<file path="config.mk">
export PLATFORM = sky130hd
export DESIGN_NAME = udma_eth_tx_seq
export DESIGN_NICKNAME = d
export VERILOG_FILES = /design/src/rtl/udma_eth_tx_seq.sv
export SDC_FILE = /design/constraint.sdc
export NUM_CORES = 1
export LEC_CHECK = 0
export CAP_MARGIN = 25
export CORE_ASPECT_RATIO = 1.25
export CORE_MARGIN = 2
export CORE_UTILIZATION = 58
export CTS_CLUSTER_DIAMETER = 30
export CTS_CLUSTER_SIZE = 10
export DETAILED_ROUTE_END_ITERATION = 8
export GPL_TIMING_DRIVEN = 0
export HOLD_SLACK_MARGIN = 0.05
export PLACE_DENSITY = 0.95
export RECOVER_POWER = 50
export SLEW_MARGIN = 40
export SYNTH_ARGS = -nofsm -noshare
export SYNTH_HDL_FRONTEND = slang
export SYNTH_SLANG_ARGS = --single-unit
</file>
<file path="constraint.sdc">
create_clock -name clk_i -period 3.6 [get_ports clk_i]
set_input_delay 0.72 -clock clk_i [delete_from_list [all_inputs] [get_ports clk_i]]
set_output_delay 0.72 -clock clk_i [all_outputs]
set_load 0.01 [all_outputs]
</file>
<file path="src/rtl/udma_eth_tx_seq.sv">
// uDMA 32-bit word stream to 8-bit AXIS TX frame sequencer.
// Optional stats counters: define UDMA_ETH_TX_SEQ_STATS_EN.
module udma_eth_tx_seq #(
    parameter int LEN_WIDTH     = 16,
    parameter int MAX_FRAME_LEN = 1518,
    parameter int CNT_WIDTH     = 16
) (
    input  logic                 clk_i,
    input  logic                 rstn_i,
    input  logic                 en_i,
    input  logic                 clr_i,
    input  logic [31:0]          s_data_i,
    input  logic                 s_valid_i,
    output logic                 s_ready_o,
    output logic [7:0]           m_tdata_o,
    output logic                 m_tvalid_o,
    input  logic                 m_tready_i,
    output logic                 m_tlast_o,
    output logic                 m_tuser_o,
    output logic                 busy_o,
    output logic                 frame_done_o,
    output logic                 len_err_o,
    output logic [CNT_WIDTH-1:0] frame_cnt_o,
    output logic [CNT_WIDTH-1:0] err_cnt_o
);

    typedef enum logic [2:0] {
        IDLE,
        HDR,
        DATA_WAIT,
        SEND,
        ABORT_TAIL,
        DRAIN
    } state_e;

    localparam logic [LEN_WIDTH:0] MAX_L = (LEN_WIDTH+1)'(MAX_FRAME_LEN);

    state_e               state_q, state_d;
    logic [31:0]          word_q, word_d;
    logic [1:0]           idx_q, idx_d;
    logic [LEN_WIDTH-1:0] bytes_left_q, bytes_left_d;
    logic [LEN_WIDTH-1:0] words_left_q, words_left_d;
    logic                 abort_q, abort_d;
    logic                 len_err_q, len_err_d;
    logic                 done_q, done_d;

    logic [LEN_WIDTH-1:0] hdr_len;
    logic [LEN_WIDTH:0]   hdr_sum;
    logic [LEN_WIDTH-1:0] hdr_words;
    logic                 hdr_ok;
    logic                 last_byte;
    logic                 word_end;
    state_e               post_frame;

    assign hdr_len    = s_data_i[LEN_WIDTH-1:0];
    assign hdr_sum    = {1'b0, hdr_len} + (LEN_WIDTH+1)'(3);
    assign hdr_words  = {1'b0, hdr_sum[LEN_WIDTH:2]};
    assign hdr_ok     = (hdr_len != '0) && ({1'b0, hdr_len} <= MAX_L);
    assign last_byte  = (bytes_left_q == LEN_WIDTH'(1));
    assign word_end   = (idx_q == 2'd3) && !last_byte;
    assign post_frame = en_i ? HDR : IDLE;

    assign busy_o       = (state_q != IDLE) && (state_q != HDR);
    assign frame_done_o = done_q;
    assign len_err_o    = len_err_q;

    // State and datapath registers.
    always_ff @(posedge clk_i or negedge rstn_i) begin
        if (!rstn_i) begin
            state_q      <= IDLE;
            word_q       <= '0;
            idx_q        <= '0;
            bytes_left_q <= '0;
            words_left_q <= '0;
            abort_q      <= 1'b0;
            len_err_q    <= 1'b0;
            done_q       <= 1'b0;
        end else begin
            state_q      <= state_d;
            word_q       <= word_d;
            idx_q        <= idx_d;
            bytes_left_q <= bytes_left_d;
            words_left_q <= words_left_d;
            abort_q      <= abort_d;
            len_err_q    <= len_err_d;
            done_q       <= done_d;
        end
    end

    // Next-state, datapath updates and handshake outputs.
    always_comb begin
        state_d      = state_q;
        word_d       = word_q;
        idx_d        = idx_q;
        bytes_left_d = bytes_left_q;
        words_left_d = words_left_q;
        abort_d      = abort_q;
        len_err_d    = 1'b0;
        done_d       = 1'b0;
        s_ready_o    = 1'b0;
        m_tvalid_o   = 1'b0;
        m_tdata_o    = 8'h00;
        m_tlast_o    = 1'b0;
        m_tuser_o    = 1'b0;
        unique case (state_q)
            IDLE: begin
                if (en_i) state_d = HDR;
            end
            HDR: begin
                s_ready_o = 1'b1;
                if (s_valid_i && hdr_ok) begin
                    bytes_left_d = hdr_len;
                    words_left_d = hdr_words;
                    state_d      = DATA_WAIT;
                end else if (s_valid_i) begin
                    len_err_d = 1'b1;
                    if (!en_i) state_d = IDLE;
                end else if (!en_i) begin
                    state_d = IDLE;
                end
            end
            DATA_WAIT: begin
                s_ready_o = 1'b1;
                if (s_valid_i) begin
                    word_d       = s_data_i;
                    idx_d        = 2'd0;
                    words_left_d = words_left_q - LEN_WIDTH'(1);
                    state_d      = clr_i ? ABORT_TAIL : SEND;
                end else if (clr_i) begin
                    state_d = ABORT_TAIL;
                end
            end
            SEND: begin
                m_tvalid_o = 1'b1;
                m_tdata_o  = word_q[{idx_q, 3'b000} +: 8];
                m_tlast_o  = last_byte;
                if (word_end) s_ready_o = m_tready_i && !abort_q;
                if (m_tready_i) begin
                    bytes_left_d = bytes_left_q - LEN_WIDTH'(1);
                    idx_d        = idx_q + 2'd1;
                    abort_d      = 1'b0;
                    if (last_byte) begin
                        done_d  = 1'b1;
                        state_d = post_frame;
                    end else if (word_end && s_valid_i && !abort_q) begin
                        word_d       = s_data_i;
                        idx_d        = 2'd0;
                        words_left_d = words_left_q - LEN_WIDTH'(1);
                        if (clr_i) state_d = ABORT_TAIL;
                    end else if (abort_q || clr_i) begin
                        state_d = ABORT_TAIL;
                    end else if (word_end) begin
                        state_d = DATA_WAIT;
                    end
                end else if (clr_i) begin
                    abort_d = 1'b1;
                end
            end
            ABORT_TAIL: begin
                m_tvalid_o = 1'b1;
                m_tlast_o  = 1'b1;
                m_tuser_o  = 1'b1;
                if (m_tready_i) begin
                    state_d = (words_left_q != '0) ? DRAIN : post_frame;
                end
            end
            DRAIN: begin
                s_ready_o = (words_left_q != '0);
                if (words_left_q == '0) begin
                    state_d = post_frame;
                end else if (s_valid_i) begin
                    words_left_d = words_left_q - LEN_WIDTH'(1);
                    if (words_left_q == LEN_WIDTH'(1)) state_d = post_frame;
                end
            end
            default: state_d = IDLE;
        endcase
    end

`ifdef UDMA_ETH_TX_SEQ_STATS_EN
    logic                 en_q;
    logic                 tail_hs;
    logic [CNT_WIDTH-1:0] frame_cnt_q;
    logic [CNT_WIDTH-1:0] err_cnt_q;

    assign tail_hs     = (state_q == ABORT_TAIL) && m_tready_i;
    assign frame_cnt_o = frame_cnt_q;
    assign err_cnt_o   = err_cnt_q;

    // Good-frame and error counters, cleared when the block is re-enabled.
    always_ff @(posedge clk_i or negedge rstn_i) begin
        if (!rstn_i) begin
            en_q        <= 1'b0;
            frame_cnt_q <= '0;
            err_cnt_q   <= '0;
        end else begin
            en_q <= en_i;
            if (en_i && !en_q) begin
                frame_cnt_q <= '0;
                err_cnt_q   <= '0;
            end else begin
                if (done_q) frame_cnt_q <= frame_cnt_q + CNT_WIDTH'(1);
                if (len_err_q || tail_hs) err_cnt_q <= err_cnt_q + CNT_WIDTH'(1);
            end
        end
    end
`else
    assign frame_cnt_o = '0;
    assign err_cnt_o   = '0;
`endif

endmodule

</file>
======== Word-level counts from Yosys, hierarchy flattened ========
Cells that the tools add are included.
storage, ports and cells
  latch bits .............................. 0
  memory bits (writable) .................. 0
  register bits after elaboration ......... 72
  output and inout bits ................... 47
  ROM bits ................................ 0
  memories kept ........................... 0
cells by class
  muxes and demuxes ....................... 52
  shift operators ......................... 1
  equality and inequality tests ........... 21
  reduce and logical (&&, ||, !) cells .... 27
  multipliers ............................. 0
  bitwise gates (word level) .............. 0
  div/mod/pow operators ................... 0
  order comparisons ....................... 1
  add/sub/neg operators ................... 4
operators by type and width
  cell                                                                                number
  16-bit 2-to-1 mux                                                                   8
  32-bit 2-to-1 mux                                                                   4
  16-bit case mux with 4 select lines                                                 1
  32-bit case mux with 2 select lines                                                 1
  3-bit 2-to-1 mux                                                                    16
  16-bit by 1-bit equality test with 1-bit output, second input constant              2
  16-bit case mux with 2 select lines                                                 1
  16-bit nonzero test                                                                 2
  32-bit by 6-bit indexed part select with 8-bit output                               1
  16-bit by 1-bit subtractor with 16-bit output, second input constant                2
  3-bit case mux with 6 select lines                                                  1
  16-bit by 2-bit adder with 17-bit output, second input constant                     1
  16-bit by 11-bit less-or-equal comparator with 1-bit output, second input constant  1
  16-bit logical NOT                                                                  1
  2-bit inequality test, second input constant                                        8
  1-bit 2-to-1 mux                                                                    12
  3-bit inequality test, second input constant                                        3
  2-bit 2-to-1 mux                                                                    4
  8-bit 2-to-1 mux                                                                    1
  1-bit logical AND                                                                   7
  7-bit AND reduction                                                                 1
  3-bit by 2-bit equality test with 1-bit output, second input constant               2
  3-bit equality test, second input constant                                          2
  3-bit AND reduction                                                                 2
  18 further kinds                                                                    22

======== Logic depth before layout (Yosys ltp) ========
Gate-level depths: netlist of run 1.
  word-level depth ........................ 9
  depth in mapped cells ................... 10
  mapped depth without buffers ............ 7

======== Least setup slack after synthesis of run 1 ========
Ideal clock, no wire load.
  path kind ............................... input -> register
  start point ............................. input port s_data_i[0]
  end point ............................... register words_left_q[8]
  library setup time ...................... 0.121 ns
  stages .................................. 9
  data arrival time ....................... 2.470 ns
  setup slack ............................. 1.009 ns
  buffers on the path ..................... 4
  path through ............................ buf_2 a41oi_1 o41a_1 a311o_1 buf_6 and3_1 buf_6 buf_6 a22o_1
on the way
  cells in the longest elaborated chain, start to end .. 5
  elaborated cells between the ends (all ways) .. 9
  those cells by class .................... 1 x add/sub; 1 x order compare; 1 x eq/ne; 2 x mux; 4 x reduce/logical
RTL lines
  what                                                                                                RTL line  RTL
  start, declared                                                                                     12        input logic [31:0] s_data_i,
  16-bit by 11-bit less-or-equal comparator with 1-bit output or 16-bit nonzero test (tied branches)  58        assign hdr_ok = (hdr_len != '0) && ({1'b0, hdr_len} <= MAX_L);
  1-bit logical AND                                                                                   58
  1-bit logical AND                                                                                   111       if (s_valid_i && hdr_ok) begin
  2-bit inequality test (no line)                                                                     -
  6-bit AND reduction (no line)                                                                       -
  end signal, assigned                                                                                83        words_left_q <= words_left_d;
  end, declared                                                                                       42        logic [LEN_WIDTH-1:0] words_left_q, words_left_d;
Parallel ways exist; a longest one is shown, timed or not. The select of a mux whose other input is x is not followed.
A chain may end at the register's enable or synchronous reset.

======== Worst setup path after layout of run 1 ========
  start point ............................. register state_q[0]
  end point ............................... output port s_ready_o
on the way
  cells in the longest elaborated chain, start to end .. 3
  elaborated cells between the ends (all ways) .. 6
  those cells by class .................... 4 x eq/ne; 1 x mux; 1 x reduce/logical
RTL lines
  what                                                                                                              RTL line  RTL
  start, declared                                                                                                   38        state_e state_q, state_d;
  start signal, assigned                                                                                            79        state_q <= state_d;
  3-bit by 2-bit equality test with 1-bit output or 3-bit by 1-bit equality test with 1-bit output (tied branches)  105       unique case (state_q)
  2-bit OR reduction (no line)                                                                                      -
  1-bit case mux with 3 select lines (*)                                                                            105
  end, declared                                                                                                     14        output logic s_ready_o,
Every way passes the cells marked *; elsewhere a longest branch is shown, timed or not.

==> results of run 1 <==
==> layout by cell type (no fill, tap or decap), types with 15 or more instances in the layout <==
cell type / netlist / routed
inv_1: 15 / 15
dfrtp_1: 72 / 72
nor3_1: 15 / 15
mux2_2: 33 / 33
buf_4: 35 / 35
clkdlybuf4s50_1: 0 / 40
a21oi_1: 45 / 45
o21ai_0: 32 / 32
conb_1: 1 / 32
nand2_1: 38 / 38
nand3_1: 16 / 16
clkbuf_1: 24 / 23
nor2_1: 23 / 21
==> registers in the layout, summed over array words and instances, names as in the netlist <==
name	count
abort_q	1
word_q	32
len_err_o	1
state_q	3
bytes_left_q	16
idx_q	2
words_left_q	16
frame_done_o	1
==> where the power goes <==
group | total (mW) | leakage (nW) | switching [mW] | internal, mW
sequential | 1.51 | 0.929 | 0.341 | 1.17
clock | 0.710 | 0.100 | 0.376 | 0.335
combinational | 1.71 | 1.48 | 0.899 | 0.814
==> per-layer routing <==
layer  vias to the layer above  global-route usage (%)  wire, µm
li1                       2055                       -         -
met5                         -                       0         0
met1                      2202                    39.7      5050
met3                        65                    5.70      1330
met2                       348                    50.1      6920
met4                         0                    18.8       672
==> cells in the mapped netlist, types with 3 or more instances <==
cell type | count | area (µm²)
and3_1 | 3 | 18.8
clkbuf_1 | 24 | 90.1
a41oi_1 | 8 | 70.1
or3_1 | 8 | 50.1
nand2_1 | 38 | 143
nor2b_1 | 10 | 62.6
mux2_2 | 33 | 372
nand3b_1 | 4 | 30.0
dfrtp_1 | 72 | 1800
buf_4 | 35 | 263
buf_6 | 3 | 33.8
a22o_1 | 7 | 61.3
inv_1 | 15 | 56.3
nand2b_1 | 8 | 50.1
nor2_1 | 23 | 86.3
or4_1 | 4 | 30.0
nor4b_1 | 5 | 43.8
o2111ai_1 | 5 | 43.8
mux4_2 | 8 | 180
nand4_1 | 12 | 75.1
xor2_1 | 3 | 26.3
ha_1 | 6 | 75.1
o21ai_0 | 32 | 160
nor4_1 | 8 | 50.1
xnor2_1 | 7 | 61.3
nor3_1 | 15 | 75.1
a21oi_1 | 45 | 225
a31oi_1 | 7 | 43.8
a21o_1 | 5 | 37.5
nand3_1 | 16 | 80.1
o22ai_1 | 10 | 62.6
buf_2 | 8 | 40.0
==> final cells by class <==
| type | count | area [µm²] |
|---|---|---|
| Buffer | 71 | 434 |
| Clock inverter | 7 | 85.1 |
| Multi-Input combinational cell | 398 | 2730 |
| Timing Repair Buffer | 45 | 439 |
| Sequential cell | 72 | 1800 |
| Inverter | 15 | 56.3 |
| Fill cell | 635 | 2410 |
| Tap cell | 97 | 121 |
| Clock buffer | 9 | 124 |
==> worst max-delay path, delay by kind of cell, from the launching register on <==
| kind | cells | cell delay, ps |
|---|---|---|
| simple gates | 3 | 650 |
| buf+inv | 3 | 1240 |
| compound gates | 1 | 130 |
| flops | 1 | 360 |
==> worst max-delay path by stage <==
stage / from / end / slack (ps) / cells past startpoint
detailed placement: s_data_i[12] / bytes_left_q[9] / 300 / 8
global route: state_q[0] / s_ready_o / -10 / 7
finish: state_q[0] / s_ready_o / 130 / 7
floorplan: s_data_i[0] / words_left_q[8] / 1010 / 9
global placement: rstn_i / words_left_q[10] / -700 / 1
CTS: state_q[0] / s_ready_o / 40 / 7
==> through the flow <==
step / cells / worst slack [ps] / instance area [µm²]
final: 714 / 128 / 5790
after global routing: 714 / -9.66 / 5790
after CTS: 714 / 41.7 / 5810
after detailed placement: 698 / 296 / 5600
after global placement: 697 / -701 / 5560
after floorplan: 556 / 1010 / 5000
==> kinds of logic after synthesis <==
kind of cell,count (synthesis)
buffers and inverters,86
other,1
flip-flops,72
adder cells (fa/ha/maj),6
AND/OR/NAND/NOR,166
AO/OA/AOI/OAI,140
multiplexers,44
XOR/XNOR,10
==> metrics.txt, run 1 <==
number of routed nets with antenna violations 0; Req. time, crit path 2880 ps; critical path launch point type flop; core area a little over 8000 µm²; initial antenna violation count 0; Horiz. Die Dim roughly 86 µm; FP Rows 37; final core occ 70.6%; DP HPWL 10100 µm; DIE AREA 9170 µm²; Min Clock Period, post-route roughly 3500 ps; maximum fanout along the worst path 10; slowest CP cell clkdlybuf4s50_1; Compound-Gate Fraction of Synth Area 18.6%; CP endpoint kind output port; Hold Crit Class input port to async pin; CP Data Arrival Time between 2000 and 3000 ps; vias in the first global route around 4.6k; clk_lat worst skew approximately 370 ps; fmax 0.288 GHz; TritonCTS clock tree built; Cell Area, Synth slightly below 5000 µm²; Via density ~6.5; GR Overflow Total 0; P per Cell Area 679 nW/µm²; final net count 656; Num CTS Buffers 9; Synth warnings 0; reg-to-reg endpoint word_q[6]; share of the yosys chip area belonging to registers 36.9%; final setup TNS 0 ps; worst-case clock buffer depth 2; final worst-path cycle share 96.4%; clk sinks 72; Slew Limit Fails 0; Power Total between 3 and 4 mW; Synth cell types 62; Adder-Cell Fraction of Synth Area 1.54%; Ports 85; final wirelength about 14000 µm; Die Ht 107 µm; simple-gate portion of the synthesized area 19.1%; Reg-to-Reg Start bytes_left_q[1]; initial core utilization 59.6%; MaxCap Viol Count 0; DRT Pass-1 Iters 6; post-synthesis mux area share 12.0%; CP Cell Sequence clkbuf_1 > nand3b_1 > clkbuf_1 > nor2_2 > a31oi_1 > nand2_1 > clkdlybuf4s50_1; Routed wire per std cell 19.6 µm; Layout area overhead 18.5%; DR iter-0 viols 538; outcome finished clean; PortBufs 44; PostCTS Resize Cnt 1; GP Congestion 0.962; largest net degree at the start of global routing 57; All-Layer GR Usage 31.5%; H-tree Lvls 3; EDFF count, synth 0; Leak ~2.5 nW; unrepaired setup endpoints after global routing yes; setup bufs post-CTS 0; Seq cells post-synth 72; Clock Pin Slew Worst Setup and Hold Paths 90 ps; Max IR drop VDD between 300 and 400 µV; async set-reset flop share out of synthesis 100%; DR DRC count 0; Main synth FF type dfrtp_1; FF-to-FF path depth 9; Max stage delay on crit path 530 ps; Hold Violations, Final 0; R2R setup slack around 730 ps; Cells after Synth 525; crit-path most repeated cell clkbuf_1; worst clock skew 18.8 ps; Syn Area/Cell 9.30 µm²; first-pass GRT wire length 22800 µm; # hold bufs at CTS 0; final setup vio count 0; hold_ws 478 ps; clock root cell clkbuf_8; layout cells sized above 1 19.8%; Least-Margin Pin Slew between 1000 and 1500 ps; Ant. Diodes 0; relative slew slack 6.98%; Post-Synth XOR/XNOR Area under 10%; Vias between 4k and 5k; largest family of logic cells by synthesized area simple AND/OR/NAND/NOR gates; worst setup path category flop to output port
Note: power is estimated with default switching activity, not from simulation.
==> run 2: changes to the inputs <==
--- a/config.mk
+++ b/config.mk
@@ -5,6 +5,7 @@
 export SDC_FILE = /design/constraint.sdc
 export NUM_CORES = 1
 export LEC_CHECK = 0
+export ABC_CLOCK_PERIOD_IN_PS = 3600
 export CAP_MARGIN = 25
 export CORE_ASPECT_RATIO = 1.25
 export CORE_MARGIN = 2
==> results of run 2 <==
No change in the layout: final DEF, timing and power equal those of run 1.
==> run 3: changes to the inputs <==
--- a/config.mk
+++ b/config.mk
@@ -5,11 +5,12 @@
 export SDC_FILE = /design/constraint.sdc
 export NUM_CORES = 1
 export LEC_CHECK = 0
+export ABC_AREA = 1
 export ABC_CLOCK_PERIOD_IN_PS = 3600
 export CAP_MARGIN = 25
 export CORE_ASPECT_RATIO = 1.25
 export CORE_MARGIN = 2
-export CORE_UTILIZATION = 58
+export CORE_UTILIZATION = 59
 export CTS_CLUSTER_DIAMETER = 30
 export CTS_CLUSTER_SIZE = 10
 export DETAILED_ROUTE_END_ITERATION = 8
@@ -17,7 +18,7 @@
 export HOLD_SLACK_MARGIN = 0.05
 export PLACE_DENSITY = 0.95
 export RECOVER_POWER = 50
-export SLEW_MARGIN = 40
+export SLEW_MARGIN = 20
 export SYNTH_ARGS = -nofsm -noshare
 export SYNTH_HDL_FRONTEND = slang
 export SYNTH_SLANG_ARGS = --single-unit
==> run 3 against run 2 <==
Effect of this change:
- total power is 3.5% higher
- global-route usage rose by 0.30 points
- sequential power about the same
- cell area grew 5.8%
- critical endpoint unchanged
- largest cell class unchanged
==> metrics.txt, run 3 <==
Slew Limit Fails 0 (unchanged); crit path buf inv count 3 (unchanged); Reg power frac 36.8% (-1.5 points); vias in the first global route 5017 (+8.0%); clk sinks 72 (unchanged); largest net degree at the start of global routing 56 (-1.8%); Num CTS Buffers 9 (unchanged); # hold bufs at CTS 0 (unchanged); # placed instances 977 (+40%); Reg-to-Reg Start state_q[2]; Clock Pin Slew Worst Setup and Hold Paths 70 ps (-20 ps); Commonest cells post-synth nand2_1 (223), nor2_1 (106), nand3_1 (85), dfrtp_1 (72), inv_1 (60); FP Rows 38 (+2.7%); Max stage delay on crit path 600 ps (+70 ps); post-synth top area share 35.0% (-2.0 points); worst setup path category input port to output port; Sw Share 45.1% (+4.0 points); All-Layer GR Usage 31.8% (+0.30 points); clk_lat worst skew 370 ps (about the same); GR Overflow Total 0 (unchanged); max reg flops 32 (unchanged); final setup vio count 0 (unchanged); CP Cell Sequence clkdlybuf4s50_1 > inv_1 > nor2_4 > nand2_1 > o2111ai_1 > clkdlybuf4s50_1; final wirelength 14400 µm (+2.9%); PortBufs 52 (+18%); fin cells 993 (+39%); Ant. Diodes 0 (unchanged); unrepaired setup endpoints after global routing no; clock share of power 16.4% (-1.7 points); sw power 1.83 mW (+14%); share of the yosys chip area belonging to registers 35.0% (-2.0 points); PostCTS Resize Cnt 0 (-1); Layout area overhead 18.8%; final core occ 71.2% (+0.53 points); initial core utilization 59.9% (+0.32 points); commonest non-fill, non-tap cell in the layout nand2_1; async set-reset flop share out of synthesis 100% (unchanged); final worst-path cycle share 92.3% (-4.2 points); most frequent cells in the layout nand2_1 (224), nor2_1 (107), nand3_1 (85); Cells after Synth 773 (+47%); DR iter-0 viols 467 (-13%); clock root cell clkbuf_8; Vias 5426 (+16%); setup bufs post-CTS 0 (unchanged); CP Data Arrival Time 2600 ps (-150 ps); top flop regs word_q: 32 flops, bytes_left_q: 16 flops, words_left_q: 16 flops; CP endpoint kind output port; Synth cell types 42 (-32%); Hold Violations, Final 0 (unchanged); Routed wire per std cell 14.5 µm (-26%); H-tree Lvls 3 (unchanged); worst clock skew 9.21 ps (-9.55 ps); core area 8610 µm² (+5.0%); MaxCap Viol Count 0 (unchanged); Ports 85 (unchanged); met2 usage 54.4% (+4.4 points); DP HPWL 10700 µm (+6.4%); DRT Pass-1 Iters 6 (unchanged); first-pass GRT wire length 23400 µm (+2.6%); P per Cell Area 665 nW/µm² (-2.2%); Synth area leaders dfrtp_1 (35%), nand2_1 (16%), nand3_1 (8.3%); Most Crowded Layer GR met2; Horiz. Die Dim 87.6 µm (+1.8%); crit-path most repeated cell clkdlybuf4s50_1; relative slew slack 9.33% (+2.4 points); global routing met1 resource utilization 37.9% (-1.8 points); Hold Crit Class flop to flop; Least-Margin Pin Slew 1360 ps (-35.3 ps); Min Clock Period, post-route 3320 ps (-150 ps); Setup crit start m_tready_i; worst-case clock buffer depth 2 (unchanged); fmax 0.301 GHz (+4.5%); Seq cells post-synth 72 (unchanged); most common cell in the netlist nand2_1; GP Congestion 0.960 (-0.20%); internal power component 2.24 mW (-3.5%); Synth area leader dfrtp_1; critical path launch point type input port; Die Ht 109 µm (+1.8%); final net count 912 (+39%); TritonCTS clock tree built; Via density 5.46 (-16%); GR Layer Usage met3 7.40% (+1.7 points); DR DRC count 0 (unchanged); Syn Area/Cell 6.67 µm² (-28%); Req. time, crit path 2880 ps (about the same); outcome finished clean; Synth warnings 0 (unchanged); hold_ws 478 ps (-0.131 ps); worst hold start word_q[27]; slowest CP cell clkdlybuf4s50_1; R2R setup slack 1380 ps (+650 ps); EDFF count, synth 0 (unchanged); final setup TNS 0 ps (unchanged); DIE AREA 9510 µm² (+3.6%); Comb pwr share 46.9% (+3.3 points); CP top delay family buffers and inverters; Cell Area, Synth 5150 µm² (+5.6%); number of routed nets with antenna violations 0 (unchanged); largest reg by FF count word_q; layout cells sized above 1 11.3% (-8.4 points); Main synth FF type dfrtp_1; initial antenna violation count 0 (unchanged); Leak 3.15 nW (+26%); maximum fanout along the worst path 4 (-6); Max IR drop VDD 422 µV (+11%)
==> run 3: cell count changes after synthesis, moves of 9 or more <==
| cell | before | now |
|---|---|---|
| clkbuf_1 | 24 | 8 |
| nor2b_1 | 10 | 0 |
| inv_1 | 15 | 60 |
| nand3_1 | 16 | 85 |
| nor3_1 | 15 | 6 |
| nand2_1 | 38 | 223 |
| mux2_2 | 33 | 0 |
| nand2_2 | 0 | 13 |
| a21oi_1 | 45 | 14 |
| o21ai_0 | 32 | 47 |
| nor2_1 | 23 | 106 |
| o21ai_1 | 0 | 22 |
==> run 3: worst register-to-register path, stage by stage, from the launching register on <==
cell	delay, ps
dfrtp_1	470
nor2_1	420
nand2_8	150
nor2_4	210
inv_2	80
o21ai_2	90
nand2_1	260
buf_4	270
nand2_1	80
o21ai_1	70
==> run 3: metal layers <==
layer,vias to the layer above,wire length (µm)
met5,-,0
met4,0,469
met3,45,1030
met2,263,7310
met1,2506,5560
li1,2612,-
==> run 3: cells by family after synthesis <==
group           synth area share, %
buf+inv                        12.4
other cells                  0.0727
simple gates                   39.0
flops                          35.0
compound gates                 10.6
fa+ha+maj                      1.46
xor+xnor                       1.53
==> run 3: layout make-up <==
cell class,instances,area [µm²]
multi-input combinational,610,2820
fill,749,2480
sequential,72,1800
timing repair buffer,53,519
buffer,56,389
inverter,66,248
clock buffer,13,159
tap,120,150
clock inverter,3,40.0
==> run 3: power groups by stage <==
stage	clock network (mW)	registers [mW]	logic, mW
3_5_place_dp	0	1.50	1.88
3_3_place_gp	0	1.49	1.83
6_report	0.666	1.50	1.91
4_1_cts	0.666	1.49	1.90
2_1_floorplan	0	1.41	1.41
5_1_grt	0.702	1.53	2.15
==> run 3: final timing paths <==
check,end,depth (start not counted)
max reg2reg,word_q[11],9
min in group asynchronous,word_q[16],1
max,s_ready_o,6
min reg2reg,word_q[27],2
max in group asynchronous,frame_done_o,2
min,word_q[27],2
==> run 3: per-stage QoR <==
step	setup WS (ps)	area (µm²)	power, mW
after floorplan	1580	5270	2.82
after global placement	-672	5940	3.32
after detailed placement	313	5970	3.37
after CTS	304	6170	4.05
after global routing	212	6120	4.39
final	278	6120	4.07
